--- src/rtl/uncached_load_unit_pkg.sv ---
// Shared definitions for the uncached load unit: FSM encoding, access size codes,
// AXI response codes and the default read ID.
package uncached_load_unit_pkg;

  typedef enum logic [2:0] {
    ST_IDLE = 3'd0,
    ST_REQ  = 3'd1,
    ST_AR   = 3'd2,
    ST_R    = 3'd3,
    ST_DONE = 3'd4
  } state_e;

  localparam logic [1:0] SZ_B = 2'd0;
  localparam logic [1:0] SZ_H = 2'd1;
  localparam logic [1:0] SZ_W = 2'd2;

  localparam logic [1:0] RESP_OKAY   = 2'b00;
  localparam logic [1:0] RESP_SLVERR = 2'b10;
  localparam logic [1:0] RESP_DECERR = 2'b11;

  localparam logic [3:0] DEFAULT_ARID = 4'b0010;

endpackage

--- src/rtl/uncached_load_unit_load_extend.sv ---
// Lane select and sign/zero extension of a 32-bit bus word; shared by the
// cached and uncached load paths.
module load_extend
  import uncached_load_unit_pkg::*;
(
  input  logic [31:0] rdata_i,
  input  logic [1:0]  lane_i,
  input  logic [1:0]  size_i,
  input  logic        signed_i,
  output logic [31:0] data32_o
);

  logic [7:0]  byte_sel;
  logic [15:0] half_sel;

  assign byte_sel = rdata_i[{lane_i, 3'b000} +: 8];
  assign half_sel = rdata_i[{lane_i[1], 4'b0000} +: 16];

  // NOTE: data32_o gets a value on every path (default arm included) so no latch is inferred.
  always_comb begin
    case (size_i)
      SZ_B:    data32_o = {{24{signed_i & byte_sel[7]}}, byte_sel};
      SZ_H:    data32_o = {{16{signed_i & half_sel[15]}}, half_sel};
      default: data32_o = rdata_i;  // word, and the illegal code 3
    endcase
  end

endmodule

--- src/rtl/uncached_load_unit.sv ---
// Uncached load engine: arbitrates for the shared AXI load bus, issues one
// single-beat read sized to the access, and holds the extended result until advance.
module uncached_load_unit
  import uncached_load_unit_pkg::*;
#(
  parameter int              ID_W          = 4,
  parameter logic [ID_W-1:0] ARID          = ID_W'(DEFAULT_ARID),
  parameter int              ADDR_W        = 32,
  parameter bit              ERR_ZERO_DATA = 1'b1
) (
  input  logic              clk,
  input  logic              rst_n,
  input  logic              AXI_Load_Bus_busy,
  output logic              ul_req,
  input  logic              ul_grnt,
  output logic [ID_W-1:0]   ul_arid,
  output logic [ADDR_W-1:0] ul_araddr,
  output logic [3:0]        ul_arlen,
  output logic [2:0]        ul_arsize,
  output logic [1:0]        ul_arburst,
  output logic [1:0]        ul_arlock,
  output logic [3:0]        ul_arcache,
  output logic [2:0]        ul_arprot,
  output logic              ul_arvalid,
  input  logic              ul_arready,
  input  logic [ID_W-1:0]   ul_rid,
  input  logic [31:0]       ul_rdata,
  input  logic [1:0]        ul_rresp,
  input  logic              ul_rlast,
  input  logic              ul_rvalid,
  output logic              ul_rready,
  input  logic              cpu_uncached,
  input  logic              cpu_re,
  input  logic [ADDR_W-1:0] cpu_addr,
  input  logic [1:0]        cpu_size,
  input  logic              cpu_signed,
  input  logic              cpu_advance,
  output logic [31:0]       cpu_rdata,
  output logic              cpu_err,
  output logic              cpu_stall
);

  state_e      state_q;
  logic [31:0] rdata_q, rdata_d;
  logic        err_q;
  logic [31:0] ext_data;
  logic        need_read, beat_ok, is_word, is_half;

  // Single beat with arlen 0, so rlast carries no information; rresp[0] only
  // distinguishes DECERR from SLVERR, which are reported alike.
  logic unused_inputs;
  assign unused_inputs = ^{ul_rlast, ul_rresp[0]};

  assign need_read = cpu_uncached & cpu_re;
  assign beat_ok   = ul_rvalid & (ul_rid == ARID);
  assign is_word   = cpu_size[1];
  assign is_half   = (cpu_size == SZ_H);

  load_extend u_load_extend (
    .rdata_i  (ul_rdata),
    .lane_i   (cpu_addr[1:0]),
    .size_i   (cpu_size),
    .signed_i (cpu_signed),
    .data32_o (ext_data)
  );

  assign rdata_d = (ERR_ZERO_DATA && ul_rresp[1]) ? 32'd0 : ext_data;

  // Address and size are taken live from the CPU; the stall keeps them stable.
  assign ul_arid    = ARID;
  assign ul_araddr  = {cpu_addr[ADDR_W-1:2], cpu_addr[1] & ~is_word, cpu_addr[0] & ~(is_word | is_half)};
  assign ul_arsize  = {1'b0, cpu_size};
  assign ul_arlen   = 4'd0;
  assign ul_arburst = 2'd0;
  assign ul_arlock  = 2'd0;
  assign ul_arcache = 4'd0;
  assign ul_arprot  = 3'd0;

  assign ul_req     = (state_q == ST_REQ) | (state_q == ST_AR) | (state_q == ST_R);
  assign ul_arvalid = (state_q == ST_AR);
  assign ul_rready  = (state_q == ST_R);
  assign cpu_stall  = ((state_q == ST_IDLE) & need_read) | ul_req;
  assign cpu_rdata  = rdata_q;
  assign cpu_err    = err_q;

  // NOTE: sequential state uses non-blocking assignments so every register samples pre-edge values.
  always_ff @(posedge clk) begin
    if (!rst_n) begin
      state_q <= ST_IDLE;
      rdata_q <= 32'd0;
      err_q   <= 1'b0;
    end else begin
      case (state_q)
        ST_IDLE: if (need_read && !AXI_Load_Bus_busy) state_q <= ST_REQ;
        ST_REQ:  if (ul_grnt) state_q <= ST_AR;
        ST_AR:   if (ul_arready) state_q <= ST_R;
        ST_R: begin
          if (beat_ok) begin
            rdata_q <= rdata_d;
            err_q   <= ul_rresp[1];
            state_q <= ST_DONE;
          end
        end
        ST_DONE: if (cpu_advance) state_q <= ST_IDLE;
        default: state_q <= ST_IDLE;
      endcase
    end
  end

endmodule

--- config.mk ---
export PLATFORM = sky130hd
export DESIGN_NAME = uncached_load_unit
export DESIGN_NICKNAME = d
export VERILOG_FILES = /design/src/rtl/uncached_load_unit_pkg.sv /design/src/rtl/uncached_load_unit_load_extend.sv /design/src/rtl/uncached_load_unit.sv
export SDC_FILE = /design/constraint.sdc
export NUM_CORES = 1
export LEC_CHECK = 0
export CAP_MARGIN = 40
export CORE_MARGIN = 4
export CORE_UTILIZATION = 34
export DETAILED_ROUTE_END_ITERATION = 10
export PLACE_DENSITY_LB_ADDON = 0.05
export SLEW_MARGIN = 20
export SYNTH_ARGS = -nofsm -noshare
export SYNTH_HDL_FRONTEND = slang
export SYNTH_SLANG_ARGS = --single-unit
--- constraint.sdc ---
create_clock -name clk -period 2.45 [get_ports clk]
set_input_delay 0.3675 -clock clk [delete_from_list [all_inputs] [get_ports clk]]
set_output_delay 0.3675 -clock clk [all_outputs]
set_load 0.01 [all_outputs]
; Yosys cells after proc, flatten, opt, wreduce, memory -nomap -nowiden
; Cells that the tools add are included.
[classes]
n_div = 0
shift = 2
add_sub_neg = 0
mul = 0
muxes = 8
reduce_logical = 6
bitwise = 13
n_eq_ne = 11
order_cmp = 0
[ops]
columns = op, n
row1 = one-hot mux 32 bit (2 select lines), 1
row2 = two-way mux 32 bit, 1
row3 = indexed part select 32 x 6 -> 16 bit, 1
row4 = indexed part select 32 x 6 -> 8 bit, 1
row5 = two-way mux 3 bit, 5
row6 = one-hot mux 3 bit (5 select lines), 1
row7 = AND 1 bit, 7
row8 = equality test 3 x 2 -> 1 bit (second input constant), 2
row9 = != test 2 x 1 -> 1 bit (second input constant), 3
row10 = AND reduction 5 bit, 1
row11 = equality test 4 x 2 -> 1 bit (second input constant), 1
row12 = != test 2 bit (second input constant), 2
row13 = OR 1 bit, 4
row14 = equality test 3 x 1 -> 1 bit (second input constant), 1
row15 = equality test 3 bit (second input constant), 1
row16 = zero test 3 bit, 1
row17 = equality test 2 x 1 -> 1 bit (second input constant), 1
row18 = zero test 2 bit, 1
row19 = inverter 1 bit, 2
row20 = AND reduction 2 bit, 1
row21 = logical AND 1 bit, 1
row22 = zero test 1 bit, 1
[word_totals]
rom_bits = 0
out_inout_bits = 91
elab_cells = 43
inputBits = 83
ramBits = 0
latchBits = 0
reg_bits = 36
memories = 0

; Logic depth before layout (Yosys ltp)
; Gate-level depths: netlist of run 1.
[depth]
depth_word = 4
mapped_depth = 6

; Modules after synthesis
; A second synthesis of run 1 with hierarchy kept.
[unflattened]
hier_cells = 333
hier_area_um2 = 2762.6
[by_module_without_submodules]
columns = mod, n_inst, cells_per_inst, area_per_inst_um2
row1 = uncached_load_unit, 1, 237, 2054.5
row2 = load_extend, 1, 96, 708.2

; Worst setup path before layout of run 1
; Ideal clock, no wire load.
[synth_path]
path_kind = input-to-reg
startpoint = in ul_rid[3]
endpoint = reg rdata_q[10] (netlist: cpu_rdata[10])
path_buffers = 0
required_time_ps = 2381
t_arrival_ps = 1714
setup_ps = 69
path_stages = 4
path_slack_ps = 667
path_cell_list = nand4bb_2 -> or3_4 -> or4_4 -> o21ai_1
[synth_via]
elab_chain_cells = 3
[synth_rtl]
columns = item, line
row1 = from (decl), uncached_load_unit.sv:26  ; input logic [ID_W-1:0] ul_rid,
row2 = equality test 4 x 2 -> 1 bit, uncached_load_unit.sv:55  ; assign beat_ok = ul_rvalid & (ul_rid == ARID);
row3 = AND 1 bit, uncached_load_unit.sv:55
row4 = AND reduction 2 bit (no source line), --
row5 = to (signal assigned), uncached_load_unit.sv:99  ; rdata_q <= rdata_d;
row6 = to (decl), uncached_load_unit.sv:44  ; logic [31:0] rdata_q, rdata_d;
; Every way passes these cells.
; A chain may end at the register's enable or synchronous reset.

; Worst setup path after layout of run 1
[layout_path]
startpoint = in cpu_addr[0]
endpoint = out ul_araddr[0]
[layout_via]
elab_chain_cells = 1
[layout_rtl]
columns = item, line
row1 = from (decl), uncached_load_unit.sv:34  ; input logic [ADDR_W-1:0] cpu_addr,
row2 = AND 1 bit, uncached_load_unit.sv:71  ; assign ul_araddr = {cpu_addr[ADDR_W-1:2], cpu_addr[1] & ~is_word, cpu_addr[0] & ~(is_word | is_half)};
row3 = to (decl), uncached_load_unit.sv:17  ; output logic [ADDR_W-1:0] ul_araddr,
; Every way passes these cells.

==> flow_results.xml, run 1 <==
<?xml version="1.0" encoding="UTF-8"?>
<metrics>
  <group name="run_status">
    <metric name="run_status" unit="">completed</metric>
  </group>
  <group name="synthesis">
    <metric name="syn-mean-instance-area" unit="µm²">8.59</metric>
    <metric name="async_flop_share" unit="%">0</metric>
    <metric name="syn_inst" unit="">267</metric>
    <metric name="synth_simple_gate_area_share" unit="%">20.6</metric>
    <metric name="yosys.area_share.xor_xnor" unit="%">0</metric>
    <metric name="top_reg_cell_synth" unit="">dfxtp_1</metric>
    <metric name="synth_top_family_by_area" unit="">compound AO/OA/AOI/OAI gates</metric>
    <metric name="netlist-cell-type-count" unit="">43</metric>
    <metric name="synth_enable_flop_cells" unit="">0</metric>
    <metric name="post_synthesis_cell_area" unit="mm²">0.00229</metric>
    <metric name="yosys.area_share.adder" unit="%">0</metric>
    <metric name="muxShareOfSynthArea" unit="%">6.38</metric>
    <metric name="seq_area_frac_synth" unit="%">31.4</metric>
    <metric name="synth-compound-area-share" unit="%">21.0</metric>
    <metric name="yosys_register_bits" unit="">36</metric>
    <metric name="yosys_warnings" unit="">0</metric>
  </group>
  <group name="setup_path">
    <metric name="cp_num_buf_inv" unit="">2</metric>
    <metric name="worst-setup-path-type" unit="">in -&gt; out</metric>
    <metric name="critPathLaunch" unit="">cpu_addr[0]</metric>
    <metric name="r2r-end" unit="">cpu_rdata[12]$_SDFFE_PN0P_</metric>
    <metric name="cp_slowest_stage_delay" unit="ps">570</metric>
    <metric name="critical_path.top_delay_family" unit="">buffers and inverters</metric>
    <metric name="cp-end-kind" unit="">primary output</metric>
    <metric name="critPathLaunchType" unit="">input port</metric>
    <metric name="crit_cells" unit="">4</metric>
    <metric name="worst-endpoint-arrival" unit="ps">1730</metric>
    <metric name="required" unit="ps">2080</metric>
    <metric name="timing.reg2reg.worst_path_depth" unit="">4</metric>
    <metric name="cell_type_with_the_highest_occurrence_count_on_the_critical_path" unit="">clkdlybuf4s50_1</metric>
    <metric name="critical_path.endpoint" unit="">ul_araddr[0]</metric>
    <metric name="source_of_the_worst_register_to_register_timing_path" unit="">state_q[2]$_SDFFE_PN0P_</metric>
    <metric name="slowest_stage" unit="">clkdlybuf4s50_1</metric>
    <metric name="crit_chain" unit="">clkdlybuf4s50_1 &gt; nand2b_1 &gt; nor2_1 &gt; clkdlybuf4s50_1</metric>
    <metric name="critical_path.max_fanout" unit="">5</metric>
    <metric name="timing.reg2reg.setup_slack" unit="ps">570</metric>
  </group>
  <group name="place">
    <metric name="dp.cells" unit="">396</metric>
    <metric name="routabilityCongestion" unit="">0.721</metric>
    <metric name="portBuffers" unit="">91</metric>
    <metric name="dp_hpwl" unit="mm">5.14</metric>
    <metric name="post-place-ws" unit="ps">175</metric>
  </group>
  <group name="detailed_routing">
    <metric name="ant_nets" unit="">0</metric>
    <metric name="num_vias" unit="">2048</metric>
    <metric name="wl" unit="mm">6.80</metric>
    <metric name="drt-initial-drc-count" unit="">82</metric>
    <metric name="route.detailed.vias_per_inst" unit="">5.07</metric>
    <metric name="drc_errors" unit="">0</metric>
    <metric name="drt_pre_antenna_iters" unit="">4</metric>
    <metric name="route.detailed.wl_per_inst" unit="µm">16.8</metric>
  </group>
  <group name="timing">
    <metric name="final.setup.worst_slack" unit="ps">349</metric>
    <metric name="finalHoldViolCount" unit="">0</metric>
    <metric name="worst_slew_pin_slew" unit="ps">718</metric>
    <metric name="setup_total_negative_slack" unit="ps">0</metric>
    <metric name="worst_clock_skew" unit="ps">6.41</metric>
    <metric name="rsz_0062_raised_after_global_routing" unit="">false</metric>
    <metric name="final-setup-viol-count" unit="">0</metric>
    <metric name="period_share" unit="%">85.7</metric>
    <metric name="fmaxAchievable" unit="GHz">0.476</metric>
    <metric name="timing_max_transition_violations_final" unit="">0</metric>
    <metric name="slew_headroom" unit="%">52.1</metric>
    <metric name="finalWorstPathRequiredPeriod" unit="ps">2100</metric>
  </group>
  <group name="clock_network">
    <metric name="ctsHtreeMaxLevel" unit="">2</metric>
    <metric name="clkLatencyLatePin" unit="ps">290</metric>
    <metric name="cts_buffers" unit="">5</metric>
    <metric name="max-clock-path-buffers" unit="">2</metric>
    <metric name="clk_pin_slew" unit="ps">70</metric>
    <metric name="cts-hold-fix-buffers" unit="">0</metric>
    <metric name="ctsRootBufferMaster" unit="">clkbuf_8</metric>
    <metric name="cts.repair_timing.setup_buffer_count" unit="">0</metric>
    <metric name="cts_tree" unit="">yes</metric>
    <metric name="post_cts.resized_instances" unit="">0</metric>
    <metric name="cts.sinks" unit="">36</metric>
  </group>
  <group name="grt">
    <metric name="groute.layer.met2.usage" unit="%">24.3</metric>
    <metric name="grt_start_max_net_pins" unit="">33</metric>
    <metric name="met1_usage" unit="%">20.6</metric>
    <metric name="grt_pass1_vias" unit="">2026</metric>
    <metric name="busiest_layer" unit="">met2</metric>
    <metric name="use_met3" unit="%">6.68</metric>
    <metric name="grt.total_usage" unit="%">16.1</metric>
    <metric name="antenna_violations_before_repair" unit="">0</metric>
    <metric name="grt-ovfl-total" unit="">0</metric>
    <metric name="grt_pass1_wl" unit="mm">10.7</metric>
  </group>
  <group name="die">
    <metric name="chipHeight" unit="µm">90.1</metric>
    <metric name="die_w" unit="µm">90.1</metric>
    <metric name="io_pins" unit="">174</metric>
    <metric name="die_area" unit="mm²">0.00812</metric>
    <metric name="initial_utilization" unit="%">35.5</metric>
    <metric name="core_area" unit="mm²">0.00646</metric>
    <metric name="core.rowCount" unit="">29</metric>
  </group>
  <group name="finish">
    <metric name="finish.cell_count_without_fillers" unit="">404</metric>
    <metric name="layout_commonest_cell" unit="">clkdlybuf4s50_1</metric>
    <metric name="ant_diodes" unit="">0</metric>
    <metric name="layout.nets" unit="">409</metric>
    <metric name="layout_common_cells" unit="">clkdlybuf4s50_1 (91), dfxtp_1 (36), a32oi_1 (24)</metric>
    <metric name="drive_gt1_share" unit="%">10.1</metric>
    <metric name="area.growth.synth_to_final" unit="%">35.7</metric>
  </group>
  <group name="power">
    <metric name="pwr_density_cell" unit="mW/mm²">458</metric>
    <metric name="cellLeakagePower" unit="nW">1.20</metric>
    <metric name="worst_ir_drop_vdd" unit="V">0.000266</metric>
  </group>
  <group name="hold_path">
    <metric name="min_path_type" unit="">reg -&gt; reg</metric>
  </group>
  <group name="job">
    <metric name="timing.max_cap.violations" unit="">0</metric>
  </group>
</metrics>
cell usage after synthesis (7+ instances only):
cell type	n	area share, %
or3_1	7	1.9
clkbuf_1	11	1.8
a21oi_1	10	2.2
o21ai_1	7	1.5
nand2b_1	19	5.2
mux2i_1	9	3.9
a32oi_1	24	9.2
buf_4	52	17
nor2_1	12	2.0
dfxtp_1	36	31
o21ai_0	16	3.5
nand2_1	18	2.9
how the worst min path moves through the flow:
| stage | start | to | slack [ps] | cells past startpoint |
|---|---|---|---|---|
| 3_5_place_dp | cpu_rdata[7]$_SDFFE_PN0P_ | cpu_rdata[7]$_SDFFE_PN0P_ | 450 | 2 |
| 2_1_floorplan | cpu_rdata[7]$_SDFFE_PN0P_ | cpu_rdata[7]$_SDFFE_PN0P_ | 460 | 2 |
| 3_3_place_gp | cpu_rdata[2]$_SDFFE_PN0P_ | cpu_rdata[2]$_SDFFE_PN0P_ | 440 | 2 |
| 5_1_grt | cpu_rdata[3]$_SDFFE_PN0P_ | cpu_rdata[3]$_SDFFE_PN0P_ | 490 | 2 |
| 6_report | cpu_rdata[7]$_SDFFE_PN0P_ | cpu_rdata[7]$_SDFFE_PN0P_ | 450 | 2 |
| 4_1_cts | cpu_rdata[7]$_SDFFE_PN0P_ | cpu_rdata[7]$_SDFFE_PN0P_ | 460 | 2 |
metal layers:
layer	vias to the layer above	part of all wire (%)
met5	-	0
met3	22	9.4
met1	939	45
met4	0	2.1
li1	1005	-
met2	82	44
stage by stage:
| stage | instance area, µm² | util, % | total power [mW] | hold slack (ps) |
|---|---|---|---|---|
| 2_1_floorplan | 2360 | - | 0.788 | 463 |
| 3_3_place_gp | 2990 | 46.2 | 0.855 | 438 |
| 3_5_place_dp | 2990 | 46.2 | 0.853 | 445 |
| 4_1_cts | 3110 | 48.2 | 1.44 | 457 |
| 5_1_grt | 3110 | 48.2 | 1.49 | 491 |
| 6_report | 3110 | 48.2 | 1.43 | 454 |
power breakdown:
| part | leakage, nW | internal, mW | switching [mW] |
|---|---|---|---|
| Combinational | 0.844 | 0.133 | 0.117 |
| Clock | 0.0645 | 0.359 | 0.226 |
| Sequential | 0.290 | 0.587 | 0.00369 |
| Total | 1.20 | 1.08 | 0.346 |
worst reg2reg max path: cells and delay by family (launching register included):
family             cells  cell delay [ps]
AOI/OAI and AO/OA      1              170
DFF                    1              400
and+or+nand+nor        3             1240
area by class of cell:
cell class	instances	area, µm²
clock inverter	1	30.0
timing repair buffer	101	986
clock buffer	7	96.3
sequential	36	721
inverter	2	7.51
multi-input combinational	180	1180
tap	77	96.3
fill	668	3350
flip-flops by register name (all words and copies together) (netlist names):
register   count
cpu_rdata     32
state_q        3
cpu_err        1
cell families (layout without fill, tap and decap cells):
group           Yosys count  in the layout
compound gates           69             69
buf+inv                  69            111
flops                    36             36
mux                      13             13
other cells               2             20
simple gates             78             78
Note: power is estimated with default switching activity, not from simulation.
==> inputs of run 2 (changes only) <==
==> constraint.sdc (replaced) <==
create_clock -name clk -period 2.45 [get_ports clk]
set_input_delay 0.3675 -clock clk [delete_from_list [all_inputs] [get_ports clk]]
set_output_delay 0.3675 -clock clk [all_outputs]
set_load 0.05 [all_outputs]
==> flow_results.xml, run 2 (synthesis results as in run 1) <==
<?xml version="1.0" encoding="UTF-8"?>
<metrics>
  <group name="finish">
    <metric name="ant_diodes" unit="">0</metric>
    <metric name="layout_commonest_cell" unit="">clkdlybuf4s50_1</metric>
    <metric name="layout_common_cells" unit="">clkdlybuf4s50_1 (86), dfxtp_1 (36), a32oi_1 (24)</metric>
    <metric name="largest_register_ffs" unit="">32</metric>
    <metric name="nFillCells" unit="">662</metric>
    <metric name="area.growth.synth_to_final" unit="%">36.0</metric>
    <metric name="layout.nets" unit="">409</metric>
    <metric name="drive_gt1_share" unit="%">11.3</metric>
  </group>
  <group name="setup_path">
    <metric name="required" unit="ps">2080</metric>
    <metric name="timing.reg2reg.setup_slack" unit="ps">600</metric>
    <metric name="critPathLaunchType" unit="">flop</metric>
    <metric name="timing.reg2reg.worst_path_depth" unit="">4</metric>
    <metric name="worst-setup-path-type" unit="">reg -&gt; out</metric>
    <metric name="r2r-end" unit="">cpu_rdata[12]$_SDFFE_PN0P_</metric>
    <metric name="slowest_stage" unit="">clkdlybuf4s50_1</metric>
    <metric name="cp-end-kind" unit="">primary output</metric>
    <metric name="source_of_the_worst_register_to_register_timing_path" unit="">state_q[1]$_SDFFE_PN0P_</metric>
    <metric name="critical_path.max_fanout" unit="">7</metric>
    <metric name="crit_chain" unit="">nor2_1 &gt; nor2_1 &gt; clkdlybuf4s50_1</metric>
    <metric name="cp_slowest_stage_delay" unit="ps">800</metric>
    <metric name="cell_type_with_the_highest_occurrence_count_on_the_critical_path" unit="">nor2_1</metric>
    <metric name="worst-endpoint-arrival" unit="ps">1850</metric>
  </group>
  <group name="hold_path">
    <metric name="startpoint_of_the_most_critical_hold_path" unit="">cpu_rdata[7]$_SDFFE_PN0P_</metric>
    <metric name="min_path_type" unit="">reg -&gt; reg</metric>
    <metric name="timing.hold.worst_endpoint" unit="">cpu_rdata[7]$_SDFFE_PN0P_</metric>
    <metric name="hold-path-cell-count" unit="">2</metric>
  </group>
  <group name="clock_network">
    <metric name="max-clock-path-buffers" unit="">2</metric>
    <metric name="post_cts.resized_instances" unit="">0</metric>
    <metric name="cts-hold-fix-buffers" unit="">0</metric>
    <metric name="cts.sinks" unit="">36</metric>
    <metric name="cts_tree" unit="">yes</metric>
    <metric name="clk_pin_slew" unit="ps">70</metric>
    <metric name="ctsHtreeMaxLevel" unit="">2</metric>
    <metric name="cts_buffers" unit="">5</metric>
    <metric name="clkLatencyLatePin" unit="ps">290</metric>
    <metric name="ctsRootBufferMaster" unit="">clkbuf_8</metric>
    <metric name="cts.repair_timing.setup_buffer_count" unit="">0</metric>
  </group>
  <group name="job">
    <metric name="timing.max_cap.violations" unit="">0</metric>
  </group>
  <group name="die">
    <metric name="io_pins" unit="">174</metric>
    <metric name="die_area" unit="mm²">0.00812</metric>
    <metric name="core.rowCount" unit="">29</metric>
    <metric name="die_w" unit="µm">90.1</metric>
    <metric name="core_area" unit="mm²">0.00646</metric>
    <metric name="initial_utilization" unit="%">35.5</metric>
    <metric name="chipHeight" unit="µm">90.1</metric>
  </group>
  <group name="run_status">
    <metric name="run_status" unit="">completed</metric>
  </group>
  <group name="grt">
    <metric name="grt_pass1_wl" unit="mm">10.7</metric>
    <metric name="grt.total_usage" unit="%">16.2</metric>
    <metric name="antenna_violations_before_repair" unit="">0</metric>
    <metric name="grt-ovfl-total" unit="">0</metric>
    <metric name="grt_pass1_vias" unit="">2022</metric>
    <metric name="grt_start_max_net_pins" unit="">33</metric>
  </group>
  <group name="timing">
    <metric name="fmaxAchievable" unit="GHz">0.452</metric>
    <metric name="timing_max_transition_violations_final" unit="">0</metric>
    <metric name="finalWorstPathRequiredPeriod" unit="ps">2210</metric>
    <metric name="period_share" unit="%">90.3</metric>
    <metric name="final-setup-viol-count" unit="">0</metric>
    <metric name="rsz_0062_raised_after_global_routing" unit="">false</metric>
    <metric name="setup_total_negative_slack" unit="ps">0</metric>
    <metric name="final.setup.worst_slack" unit="ps">237</metric>
    <metric name="worst_clock_skew" unit="ps">6.50</metric>
    <metric name="finalHoldViolCount" unit="">0</metric>
    <metric name="worst_slew_pin_slew" unit="ps">703</metric>
    <metric name="slew_headroom" unit="%">53.1</metric>
  </group>
  <group name="detailed_routing">
    <metric name="route.detailed.wl_per_inst" unit="µm">16.8</metric>
    <metric name="ant_nets" unit="">0</metric>
    <metric name="route.detailed.vias_per_inst" unit="">5.05</metric>
    <metric name="drt_pre_antenna_iters" unit="">4</metric>
    <metric name="wl" unit="mm">6.78</metric>
    <metric name="num_vias" unit="">2040</metric>
    <metric name="drc_errors" unit="">0</metric>
    <metric name="drt-initial-drc-count" unit="">83</metric>
  </group>
  <group name="place">
    <metric name="dp_hpwl" unit="mm">5.13</metric>
    <metric name="post-place-ws" unit="ps">190</metric>
    <metric name="portBuffers" unit="">91</metric>
    <metric name="routabilityCongestion" unit="">0.754</metric>
  </group>
  <group name="power">
    <metric name="pwr_density_cell" unit="mW/mm²">466</metric>
    <metric name="cellLeakagePower" unit="nW">1.21</metric>
    <metric name="worst_ir_drop_vdd" unit="V">0.000231</metric>
  </group>
</metrics>
[run 2: routing by layer]
metal  wire length [µm]  global-route usage [%]  vias to the layer above
met4                191                    7.53                        0
li1                   -                       -                     1004
met1               3090                    21.3                      926
met3                611                    5.93                       27
met5                  0                       0                        -
met2               2890                    23.4                       83
[run 2: how the worst max path moves through the flow]
| stage | from | endpoint | slack, ps | cells past startpoint |
|---|---|---|---|---|
| final | state_q[1]$_SDFFE_PN0P_ | ul_req | 240 | 3 |
| after global routing | state_q[1]$_SDFFE_PN0P_ | ul_rready | 130 | 3 |
| after CTS | state_q[1]$_SDFFE_PN0P_ | ul_req | 230 | 3 |
| after detailed placement | rst_n | cpu_rdata[26]$_SDFFE_PN0P_ | 190 | 5 |
| after global placement | rst_n | cpu_rdata[26]$_SDFFE_PN0P_ | 170 | 5 |
| after floorplan | cpu_size[1] | ul_araddr[0] | 650 | 3 |
[run 2: through the flow]
| stage | std cells | utilization, % | instance area (µm²) | power [mW] | hold slack, ps |
|---|---|---|---|---|---|
| after floorplan | 285 | - | 2360 | 0.950 | 496 |
| after global placement | 396 | 46.6 | 3010 | 0.938 | 439 |
| after detailed placement | 396 | 46.6 | 3010 | 0.937 | 445 |
| after CTS | 404 | 48.3 | 3120 | 1.46 | 456 |
| after global routing | 404 | 48.3 | 3120 | 1.52 | 478 |
| final | 404 | 48.3 | 3120 | 1.45 | 458 |
[run 2: final cells by class]
type,count,area (µm²),share of cell area (%)
multi-input cells,180,1180,37.7
repair buffers,101,1010,32.4
flip-flops and latches,36,721,23.1
well taps,77,96.3,3.09
clock buffers,6,72.6,2.33
clock inverters,2,35.0,1.12
inverters,2,7.51,0.241
[run 2: power breakdown]
part | internal, mW | switching, mW
clock network | 0.302 | 0.225
registers | 0.587 | 0.00388
logic | 0.137 | 0.197
[run 2: critical path, delay by kind of cell, from the launching register on]
kind	cells	cell delay (ps)
buffers and inverters	1	800
and+or+nand+nor	2	260
DFF	1	500
==> inputs of run 3 (changes only) <==
GPL_TIMING_DRIVEN = 1   (was unset)
SETUP_SLACK_MARGIN = 0.05   (was unset)
==> results of run 3 <==
Same layout as run 2: the final DEF is identical, and so are final timing and power.
